## src/rtl/mp_add_sequencer_pkg.sv

```systemverilog
`default_nettype none
`timescale 1ns/1ps
// ============================================================================
// mp_add_sequencer_pkg : shared limb width, FSM encoding and flag record
// Revision: 1.0
// ============================================================================
package mp_add_sequencer_pkg;

    localparam int LIMB_W = 16;

    localparam logic [1:0] ST_IDLE = 2'd0;
    localparam logic [1:0] ST_RUN  = 2'd1;
    localparam logic [1:0] ST_DONE = 2'd2;

    typedef logic [LIMB_W-1:0] limb_t;

    typedef struct packed {
        logic cout;
        logic sign;
        logic zero;
        logic parity;
        logic overflow;
    } flags_t;

endpackage
`default_nettype wire

```

## src/rtl/mp_add_sequencer_if.sv

```systemverilog
`default_nettype none
`timescale 1ns/1ps
// ============================================================================
// mp_add_sequencer_if : operand request and result handshake bundle
// Revision: 1.0
// ============================================================================
interface mp_add_sequencer_if
    import mp_add_sequencer_pkg::*;
#(
    parameter int WORDS = 4
);
    logic                      in_valid;
    logic                      in_ready;
    logic [LIMB_W*WORDS-1:0]   in_a;
    logic [LIMB_W*WORDS-1:0]   in_b;
    logic                      in_cin;
    logic                      in_sub;
    logic                      out_valid;
    logic                      out_ready;
    logic [LIMB_W*WORDS-1:0]   out_s;
    logic                      out_cout;
    logic                      out_sign;
    logic                      out_zero;
    logic                      out_parity;
    logic                      out_overflow;

    modport master (
        output in_valid, in_a, in_b, in_cin, in_sub, out_ready,
        input  in_ready, out_valid, out_s, out_cout, out_sign,
               out_zero, out_parity, out_overflow
    );

    modport slave (
        input  in_valid, in_a, in_b, in_cin, in_sub, out_ready,
        output in_ready, out_valid, out_s, out_cout, out_sign,
               out_zero, out_parity, out_overflow
    );
endinterface
`default_nettype wire

```

## src/rtl/mp_add_sequencer_adder.sv

```systemverilog
`default_nettype none
`timescale 1ns/1ps
// ============================================================================
// alu_adder : 16-bit ripple adder with carry-out and signed overflow
// Revision: 1.0
// ============================================================================
module alu_adder
    import mp_add_sequencer_pkg::*;
(
    input  wire limb_t a,
    input  wire limb_t b,
    input  wire logic  cin,
    output limb_t      s,
    output logic       cout,
    output logic       overflow
);
    assign {cout, s} = {1'b0, a} + {1'b0, b} + {{LIMB_W{1'b0}}, cin};
    assign overflow  = (a[LIMB_W-1] == b[LIMB_W-1]) && (s[LIMB_W-1] != a[LIMB_W-1]);
endmodule
`default_nettype wire

```

## src/rtl/mp_add_sequencer.sv

```systemverilog
`default_nettype none
`timescale 1ns/1ps
// ============================================================================
// mp_add_sequencer : limb-serial multi-precision add/subtract, LS limb first
// Revision: 1.0
// ============================================================================
module mp_add_sequencer
    import mp_add_sequencer_pkg::*;
#(
    parameter int WORDS = 4
)(
    input  wire logic           clk,
    input  wire logic           rst_n,
    mp_add_sequencer_if.slave   bus
);
    localparam int IDX_W = $clog2(WORDS);

    logic [1:0]                    r_state;
    logic [1:0]                    w_next;
    logic [IDX_W-1:0]              r_idx;
    logic [WORDS-1:0][LIMB_W-1:0]  r_a;
    logic [WORDS-1:0][LIMB_W-1:0]  r_b;
    logic [WORDS-1:0][LIMB_W-1:0]  r_res;
    logic                          r_carry;
    logic                          r_zero_acc;
    logic                          r_par_acc;
    flags_t                        r_flags;

    limb_t                         w_s;
    logic                          w_cout;
    logic                          w_ovf;
    logic                          w_last;

    alu_adder u_adder (
        .a        (r_a[r_idx]),
        .b        (r_b[r_idx]),
        .cin      (r_carry),
        .s        (w_s),
        .cout     (w_cout),
        .overflow (w_ovf)
    );

    assign w_last = (r_idx == IDX_W'(WORDS - 1));

    always_ff @(posedge clk) begin
        if (!rst_n) r_state <= ST_IDLE;
        else        r_state <= w_next;
    end

    always_comb begin
        w_next = r_state;
        case (r_state)
            ST_IDLE: if (bus.in_valid)                  w_next = ST_RUN;
            ST_RUN:  if (w_last)                        w_next = ST_DONE;
            ST_DONE: if (bus.out_ready)                 w_next = ST_IDLE;
            default:                                    w_next = ST_IDLE;
        endcase
    end

    always_comb begin
        bus.in_ready  = (r_state == ST_IDLE);
        bus.out_valid = (r_state == ST_DONE);
    end

    // Subtraction is A + ~B + 1: B is inverted once at capture, the +1 rides in on the carry.
    always_ff @(posedge clk) begin
        if (!rst_n) begin
            r_idx      <= '0;
            r_a        <= '0;
            r_b        <= '0;
            r_res      <= '0;
            r_carry    <= 1'b0;
            r_zero_acc <= 1'b0;
            r_par_acc  <= 1'b0;
            r_flags    <= '0;
        end else begin
            case (r_state)
                ST_IDLE: begin
                    if (bus.in_valid) begin
                        r_a        <= bus.in_a;
                        r_b        <= bus.in_sub ? ~bus.in_b : bus.in_b;
                        r_carry    <= bus.in_sub | bus.in_cin;
                        r_idx      <= '0;
                        r_zero_acc <= 1'b1;
                        r_par_acc  <= 1'b0;
                    end
                end
                ST_RUN: begin
                    r_res[r_idx] <= w_s;
                    r_carry      <= w_cout;
                    r_zero_acc   <= r_zero_acc & (w_s == '0);
                    r_par_acc    <= r_par_acc ^ (^w_s);
                    if (w_last) begin
                        r_flags.cout     <= w_cout;
                        r_flags.sign     <= w_s[LIMB_W-1];
                        r_flags.overflow <= w_ovf;
                        r_flags.zero     <= r_zero_acc & (w_s == '0);
                        r_flags.parity   <= r_par_acc ^ (^w_s);
                    end else begin
                        r_idx <= r_idx + IDX_W'(1);
                    end
                end
                default: ;
            endcase
        end
    end

    assign bus.out_s        = r_res;
    assign bus.out_cout     = r_flags.cout;
    assign bus.out_sign     = r_flags.sign;
    assign bus.out_zero     = r_flags.zero;
    assign bus.out_parity   = r_flags.parity;
    assign bus.out_overflow = r_flags.overflow;

endmodule
`default_nettype wire
```

## src/flat_wrapper.sv

```systemverilog
// flat-port wrapper written by rule: the top's interface ports become plain ports
module mp_add_sequencer_flat import mp_add_sequencer_pkg::*;
#(
    parameter int WORDS = 4
)
  (clk, rst_n, bus_in_valid, bus_in_a, bus_in_b, bus_in_cin, bus_in_sub, bus_out_ready, bus_in_ready, bus_out_valid, bus_out_s, bus_out_cout, bus_out_sign, bus_out_zero, bus_out_parity, bus_out_overflow);
  mp_add_sequencer_if #(.WORDS(WORDS)) bus_i ();
  input  wire logic clk;
  input  wire logic rst_n;
  input wire logic [$bits(bus_i.in_valid)-1:0] bus_in_valid;
  input wire logic [$bits(bus_i.in_a)-1:0] bus_in_a;
  input wire logic [$bits(bus_i.in_b)-1:0] bus_in_b;
  input wire logic [$bits(bus_i.in_cin)-1:0] bus_in_cin;
  input wire logic [$bits(bus_i.in_sub)-1:0] bus_in_sub;
  input wire logic [$bits(bus_i.out_ready)-1:0] bus_out_ready;
  output wire logic [$bits(bus_i.in_ready)-1:0] bus_in_ready;
  output wire logic [$bits(bus_i.out_valid)-1:0] bus_out_valid;
  output wire logic [$bits(bus_i.out_s)-1:0] bus_out_s;
  output wire logic [$bits(bus_i.out_cout)-1:0] bus_out_cout;
  output wire logic [$bits(bus_i.out_sign)-1:0] bus_out_sign;
  output wire logic [$bits(bus_i.out_zero)-1:0] bus_out_zero;
  output wire logic [$bits(bus_i.out_parity)-1:0] bus_out_parity;
  output wire logic [$bits(bus_i.out_overflow)-1:0] bus_out_overflow;
  assign bus_i.in_valid = bus_in_valid;
  assign bus_i.in_a = bus_in_a;
  assign bus_i.in_b = bus_in_b;
  assign bus_i.in_cin = bus_in_cin;
  assign bus_i.in_sub = bus_in_sub;
  assign bus_i.out_ready = bus_out_ready;
  assign bus_in_ready = bus_i.in_ready;
  assign bus_out_valid = bus_i.out_valid;
  assign bus_out_s = bus_i.out_s;
  assign bus_out_cout = bus_i.out_cout;
  assign bus_out_sign = bus_i.out_sign;
  assign bus_out_zero = bus_i.out_zero;
  assign bus_out_parity = bus_i.out_parity;
  assign bus_out_overflow = bus_i.out_overflow;
  mp_add_sequencer #(.WORDS(WORDS)) u_core (.clk(clk), .rst_n(rst_n), .bus(bus_i));
endmodule
```

## config.mk

```make
export PLATFORM = sky130hd
export DESIGN_NAME = mp_add_sequencer_flat
export DESIGN_NICKNAME = d
export VERILOG_FILES = /design/src/rtl/mp_add_sequencer_pkg.sv /design/src/rtl/mp_add_sequencer_if.sv /design/src/rtl/mp_add_sequencer_adder.sv /design/src/rtl/mp_add_sequencer.sv /design/src/flat_wrapper.sv
export SDC_FILE = /design/constraint.sdc
export NUM_CORES = 1
export LEC_CHECK = 0
export ABC_AREA = 1
export CAP_MARGIN = 20
export CORE_ASPECT_RATIO = 0.5
export CORE_MARGIN = 5
export CORE_UTILIZATION = 55
export CTS_BUF_LIST = sky130_fd_sc_hd__clkbuf_8
export DETAILED_ROUTE_END_ITERATION = 8
export GPL_ROUTABILITY_DRIVEN = 1
export HOLD_SLACK_MARGIN = 0.08
export PLACE_DENSITY = 0.82
export RECOVER_POWER = 25
export SLEW_MARGIN = 10
export SYNTH_ARGS = -nofsm -noshare
export SYNTH_HDL_FRONTEND = slang
export SYNTH_SLANG_ARGS = --single-unit
```

## constraint.sdc

```tcl
create_clock -name clk -period 11.78 [get_ports clk]
set_input_delay 2.945 -clock clk [delete_from_list [all_inputs] [get_ports clk]]
set_output_delay 2.945 -clock clk [all_outputs]
set_load 0.01 [all_outputs]
```

==> results of run 1 <==
-- logic make-up after synthesis --
group	after synthesis	synth area share, %
AO/OA/AOI/OAI	344	21.5
XOR/XNOR	82	7.58
adder cells (fa/ha/maj)	28	3.78
buffers and inverters	191	7.81
flip-flops	203	42.0
AND/OR/NAND/NOR	414	17.3
-- through the flow --
stage | worst slack [ns] | hold slack, ns | std cells | util (%)
floorplan | 7.82 | 0.450 | 1262 | -
global placement | 6.30 | 0.461 | 1614 | 67.4
detailed placement | 6.19 | 0.467 | 1614 | 67.4
CTS | 6.67 | 0.480 | 1667 | 70.9
global route | 3.64 | 0.504 | 1669 | 71.0
finish | 4.17 | 0.480 | 1669 | 71.0
-- synth_stat cells, drive strengths merged --
| library cell | count | share of area [%] |
|---|---|---|
| fa | 2 | 0.41 |
| nand2 | 119 | 5.2 |
| ha | 26 | 3.4 |
| o211ai | 30 | 2.5 |
| clkbuf | 62 | 2.4 |
| buf | 29 | 1.5 |
| a221oi | 1 | 0.091 |
| inv | 99 | 3.8 |
| o22ai | 32 | 2.1 |
| clkinv | 1 | 0.039 |
| xor2 | 9 | 0.97 |
| a211oi | 65 | 5.0 |
| nand4 | 2 | 0.13 |
| nand3b | 1 | 0.078 |
| a31oi | 1 | 0.065 |
| a31o | 1 | 0.091 |
| and2 | 1 | 0.091 |
| a21oi | 35 | 2.1 |
| dfxtp | 203 | 42 |
| xnor2 | 73 | 6.6 |
| or2 | 1 | 0.065 |
| o21ai | 167 | 8.6 |
| o21bai | 11 | 0.89 |
| nand3 | 13 | 0.83 |
| a21o | 1 | 0.078 |
| nor3 | 2 | 0.16 |
| nor2 | 275 | 11 |
-- flip-flops by register name (all words and copies together), names as in the netlist --
register and count:
u_core.r_idx 2, u_core.bus.out_cout 1, u_core.r_zero_acc 1, u_core.r_b 64, u_core.r_state 2, u_core.r_par_acc 1
u_core.bus.out_overflow 1, u_core.r_carry 1, u_core.bus.out_zero 1, u_core.bus.out_parity 1, u_core.bus.out_s 64, u_core.r_a 64
-- area by class of cell --
type / instances / area, um^2 / share of cell area [%]
tap: 234 / 293 / 2.38
inverter: 100 / 380 / 3.10
timing repair buffer: 211 / 2100 / 17.1
clock inverter: 15 / 88.8 / 0.723
clock buffer: 38 / 523 / 4.26
sequential: 203 / 4070 / 33.1
multi-input combinational: 868 / 4840 / 39.4
-- power breakdown --
group,switching [mW],total (mW),internal [mW]
Clock,0.266,0.576,0.310
Sequential,0.0325,0.775,0.743
Combinational,0.470,0.778,0.308
-- worst paths after layout --
check                                         from  slack, ns                                to
setup reg to reg      u_core.r_idx[1]$_SDFFE_PN0P_       6.68     u_core.r_par_acc$_SDFFE_PN0P_
setup / recovery                             rst_n       4.17       u_core.r_b[26]$_SDFFE_PN0P_
hold reg to reg   u_core.bus.out_s[1]$_SDFFE_PN0P_       0.48  u_core.bus.out_s[1]$_SDFFE_PN0P_
hold / removal    u_core.bus.out_s[1]$_SDFFE_PN0P_       0.48  u_core.bus.out_s[1]$_SDFFE_PN0P_
-- critical path: cells and delay by family --
kind / cells / cell delay (ns)
AO/OA/AOI/OAI: 1 / 0.35
buffers and inverters: 4 / 4.60
-- per-layer routing --
metal	GRT usage [%]	wire, um	up-vias
li1	-	-	4462
met4	5.84	512	0
met1	38.6	12900	4233
met5	0	0	-
met3	4.96	2490	39
met2	38.3	11900	367
==> results.py, run 1 <==
metrics = {
    "synthesis": {
        "syn-num-nets": 1424,
        "avgSynthCellArea_um2": 7.66,
        "syn_inst": 1262,
        "synth_seq_cells": 203,
        "yosysWarnings": 0,
        "ys_seq_area_share_pct": 42.0,
        "syn-cell-area_um2": 9670,
        "synthDistinctLibCells": 42,
    },
    "finish": {
        "most-common-layout-cells": "nor2_1 (274), clkdlybuf4s50_1 (202), dfxtp_1 (202)",
        "final_common_cell": "nor2_1",
        "area_growth_syn_to_layout_pct": 27.1,
        "layout.nets": 1575,
        "finalInstanceArea_um2": 12300,
        "fill_cells": 1399,
        "drive_gt1_share_pct": 5.71,
        "n_antenna_cell": 0,
    },
    "hold_path": {
        "hold_class": "reg -> reg",
        "min_path_cells": 2,
    },
    "power_and_ir_drop": {
        "power.leakage_nw": 5.23,
        "ir_worst_vdd_mv": 0.110,
        "p_total_mw": 2.13,
        "power.density_nw_per_um2": 173,
    },
    "timing": {
        "drv_slew": 105,
        "period_share_pct": 64.6,
        "max_slew_margin_pct": -143,
        "rsz0062_at_grt": "no",
        "fmax_ghz": 0.131,
        "worst_slew_pin_slew_ns": 3.64,
        "finalSetupTns_ns": 0,
        "setup_violations": 0,
        "clock_skew_ns": 0.0124,
        "finalCriticalPeriod_ns": 7.61,
        "hold_viol": 0,
    },
    "worst_setup_path": {
        "critPathLaunchType": "input pin",
        "arrival_ns": 8.05,
        "crit_path_max_fanout": 104,
        "setup.worst_path.class": "in -> reg",
        "max_stage_delay_ns": 2.60,
        "crit_path_end_kind": "flop",
        "slowest_stage": "clkbuf_1",
        "cpMostUsedCell": "clkbuf_1",
        "reg2regPathDepth": 24,
        "cp_cell_sequence": "clkbuf_1 -> clkbuf_1 -> inv_1 -> buf_4 -> a211oi_1",
        "crit_required_ns": 12.22,
    },
    "floorplan": {
        "rows": 34,
        "start_util_pct": 55.9,
        "dieHeight_um": 104,
        "die_w_um": 198,
        "core_area_um2": 17300,
        "die_area_um2": 20500,
        "io-pin-count": 205,
    },
    "grt": {
        "grtUsageTotal_pct": 25.7,
        "grt_pass1_vias": 8441,
        "grt_max_degree": 129,
        "grt_pass1_wl_um": 43500,
        "grt_overflow": 0,
        "antenna_found_initial": 0,
    },
    "job": {
        "drv_cap": 1,
    },
    "clock_network": {
        "cts-hold-fix-buffers": 0,
        "clkSinkCount": 203,
        "clk_transition_reported_paths_ns": 0.07,
        "postCtsSetupRepairBufs": 0,
        "clk_path_buf_depth": 3,
        "htree_num_levels": 1,
        "numCtsBuffers": 29,
        "cts_resized": 0,
        "insertion_delay_ns": 0.54,
        "cts_tree": "built",
        "ctsRootBufferMaster": "clkbuf_8",
    },
    "status": {
        "status": "complete, but fails checks",
        "violations": "max-capacitance violations, max-slew violations",
    },
    "placement": {
        "dp_hpwl_um": 19900,
        "place_congestion": 0.851,
        "placed_area_um2": 11700,
        "portBuffers": 204,
    },
    "drt": {
        "routed_via_density": 5.45,
        "wl_per_cell_um": 16.6,
        "vias": 9101,
        "ant_nets": 0,
        "dr.pass1.iters": 5,
        "drc": 0,
        "drt_wl_total_um": 27700,
        "drt-initial-drc-count": 665,
    },
}
(Power assumes the default switching activity.)
==> run 2: changes to the inputs <==
--- a/config.mk
+++ b/config.mk
@@ -9,12 +9,12 @@
 export CAP_MARGIN = 20
 export CORE_ASPECT_RATIO = 0.5
 export CORE_MARGIN = 5
-export CORE_UTILIZATION = 55
+export CORE_UTILIZATION = 48
 export CTS_BUF_LIST = sky130_fd_sc_hd__clkbuf_8
 export DETAILED_ROUTE_END_ITERATION = 8
 export GPL_ROUTABILITY_DRIVEN = 1
 export HOLD_SLACK_MARGIN = 0.08
-export PLACE_DENSITY = 0.82
+export PLACE_DENSITY = 0.76
 export RECOVER_POWER = 25
 export SLEW_MARGIN = 10
 export SYNTH_ARGS = -nofsm -noshare
==> constraint.sdc (replaced) <==
create_clock -name clk -period 6.25 [get_ports clk]
set_input_delay 1.5625 -clock clk [delete_from_list [all_inputs] [get_ports clk]]
set_output_delay 1.5625 -clock clk [all_outputs]
set_load 0.01 [all_outputs]
==> run 2 against run 1 <==
The flow still finishes with violations (max-capacitance violations, max-slew violations). Power rose by 85%. Routed wire length rose by 2.2%. Register-to-register slack got worse by 5.6 ns. Via count fell by 1.7%. Sequential share of layout area barely moved. Final cell count rose by 1.6%. First-iteration DRC count rose by 16%. Clock-buffer cell count fell by 1. Worst hold slack got worse by 0.0099 ns. Worst setup slack got worse by 3.1 ns. Highest routed layer unchanged.
==> results.py, run 2 (synthesis gave the netlist of run 1 again) <==
metrics = {
    "timing": {
        "clock_skew_ns": 0.0213,
        "rsz0062_at_grt": "no",
        "finalCriticalPeriod_ns": 5.15,
        "period_share_pct": 82.5,
        "hold_viol": 0,
        "layout_setup_ws_ns": 1.10,
        "fmax_ghz": 0.194,
        "worst_slew_pin_slew_ns": 1.67,
        "hold_ws_ns": 0.470,
        "finalSetupTns_ns": 0,
        "max_slew_margin_pct": -11.1,
        "setup_violations": 0,
        "drv_slew": 36,
    },
    "worst_setup_path": {
        "crit_required_ns": 6.62,
        "crit_path_end_kind": "flop",
        "crit_path_max_fanout": 67,
        "arrival_ns": 5.52,
        "critPathLaunchType": "flop",
        "endpoint": "u_core.r_par_acc$_SDFFE_PN0P_",
        "ff2ff_setup_slack_ns": 1.10,
        "r2r-start": "u_core.r_idx[0]$_SDFFE_PN0P_",
        "reg2regPathDepth": 22,
        "r2r-end": "u_core.r_par_acc$_SDFFE_PN0P_",
        "setup.worst_path.class": "reg -> reg",
        "cp-startpoint": "u_core.r_idx[0]$_SDFFE_PN0P_",
    },
    "floorplan": {
        "dieHeight_um": 110,
        "io-pin-count": 205,
        "die_area_um2": 23300,
        "core_area_um2": 19600,
        "die_w_um": 211,
        "start_util_pct": 49.2,
        "rows": 36,
    },
    "finish": {
        "layout.nets": 1574,
        "finalInstanceArea_um2": 12300,
        "most-common-layout-cells": "nor2_1 (274), dfxtp_1 (202), clkdlybuf4s50_1 (201)",
        "fin_cells": 1695,
        "area_growth_syn_to_layout_pct": 27.0,
        "final_common_cell": "nor2_1",
        "n_antenna_cell": 0,
        "drive_gt1_share_pct": 5.67,
    },
    "clock_network": {
        "cts-hold-fix-buffers": 0,
        "ctsRootBufferMaster": "clkbuf_8",
        "clk_transition_reported_paths_ns": 0.07,
        "postCtsSetupRepairBufs": 0,
        "numCtsBuffers": 29,
        "cts_resized": 0,
        "htree_num_levels": 1,
        "insertion_delay_ns": 0.55,
        "cts_tree": "built",
        "clkSinkCount": 203,
        "clk_path_buf_depth": 3,
    },
    "grt": {
        "grt_pass1_wl_um": 43700,
        "grt_pass1_vias": 8194,
        "grt_max_degree": 140,
        "antenna_found_initial": 0,
        "grtUsageTotal_pct": 23.5,
        "grt_overflow": 0,
    },
    "drt": {
        "drc": 0,
        "ant_nets": 0,
        "dr.pass1.iters": 5,
        "drt-initial-drc-count": 774,
        "routed_via_density": 5.28,
        "drt_wl_total_um": 28400,
        "wl_per_cell_um": 16.7,
        "vias": 8946,
    },
    "power_and_ir_drop": {
        "ir_worst_vdd_mv": 0.197,
        "power.leakage_nw": 5.19,
        "power.density_nw_per_um2": 320,
    },
    "job": {
        "drv_cap": 1,
    },
    "placement": {
        "placed_area_um2": 11700,
        "place_ws_ns": 1.18,
        "place_congestion": 0.858,
        "dp_hpwl_um": 21000,
        "place_inst": 1646,
        "portBuffers": 204,
    },
    "status": {
        "violations": "max-capacitance violations, max-slew violations",
        "status": "complete, but fails checks",
    },
    "hold_path": {
        "hold_class": "reg -> reg",
    },
}
-- run 2: changes by cell type in the layout (fill, tap and decap cells not counted), sizes merged --
cell and delta:
buf -1, bufinv -1, clkbuf -1, clkdlybuf4s50 -1, clkinvlp -1, dlygate4sd3 +1
inv -2
-- run 2: metal layers --
metal  wire length [um]  track usage [%]  vias up
met5                  0                0        -
met2              12100             35.9      313
met4                482             4.85        0
met3               2080             4.10       45
met1              13700             34.9     4125
li1                   -                -     4463
-- run 2: stage by stage --
step | utilization, % | power, mW
floorplan | - | 2.48
global placement | 59.6 | 2.88
detailed placement | 59.6 | 2.93
CTS | 62.4 | 3.94
global route | 62.5 | 4.18
finish | 62.5 | 3.93
-- run 2: how the worst min path moves through the flow --
| stage | from | to | slack [ns] | depth (start not counted) |
|---|---|---|---|---|
| after CTS | u_core.bus.out_s[0]$_SDFFE_PN0P_ | u_core.bus.out_s[0]$_SDFFE_PN0P_ | 0.48 | 2 |
| final | u_core.bus.out_s[0]$_SDFFE_PN0P_ | u_core.bus.out_s[0]$_SDFFE_PN0P_ | 0.47 | 2 |
| after detailed placement | u_core.bus.out_s[0]$_SDFFE_PN0P_ | u_core.bus.out_s[0]$_SDFFE_PN0P_ | 0.47 | 2 |
| after global routing | u_core.bus.out_s[0]$_SDFFE_PN0P_ | u_core.bus.out_s[0]$_SDFFE_PN0P_ | 0.50 | 2 |
| after global placement | u_core.bus.out_s[0]$_SDFFE_PN0P_ | u_core.bus.out_s[0]$_SDFFE_PN0P_ | 0.46 | 2 |
| after floorplan | u_core.r_a[16]$_SDFFE_PN0P_ | u_core.r_a[16]$_SDFFE_PN0P_ | 0.45 | 2 |
-- run 2: critical path, cell delays in order, from the launching register on --
cell,delay [ns]
dfxtp_2,0.75
inv_2,0.57
o21ai_0,0.38
o22ai_1,0.14
fa_1,0.48
fa_1,0.42
nand2_1,0.11
nand2_1,0.05
nand3b_1,0.09
nand2_2,0.12
nand3_1,0.10
nand3_1,0.10
a21oi_1,0.21
nand2_1,0.07
nand2_1,0.17
inv_1,0.07
ha_1,0.30
xor2_1,0.16
xnor2_1,0.14
xnor2_1,0.26
nand3_2,0.13
nand3_2,0.09
a21oi_2,0.05
-- run 2: final cells by class --
cell class              count  area, um^2
repair buffers            210        2090
well taps                 266         333
clock buffers              37         509
multi-input cells         868        4850
inverters                 100         380
clock inverters            11        43.8
fillers                  1774        7360
flip-flops and latches    203        4070
-- run 2: report_power, final --
group / internal (mW) / leakage, nW / switching [mW] / total, mW
logic: 0.577 / 3.20 / 0.861 / 1.44
registers: 1.40 / 1.67 / 0.0757 / 1.48
clock network: 0.525 / 0.322 / 0.490 / 1.02
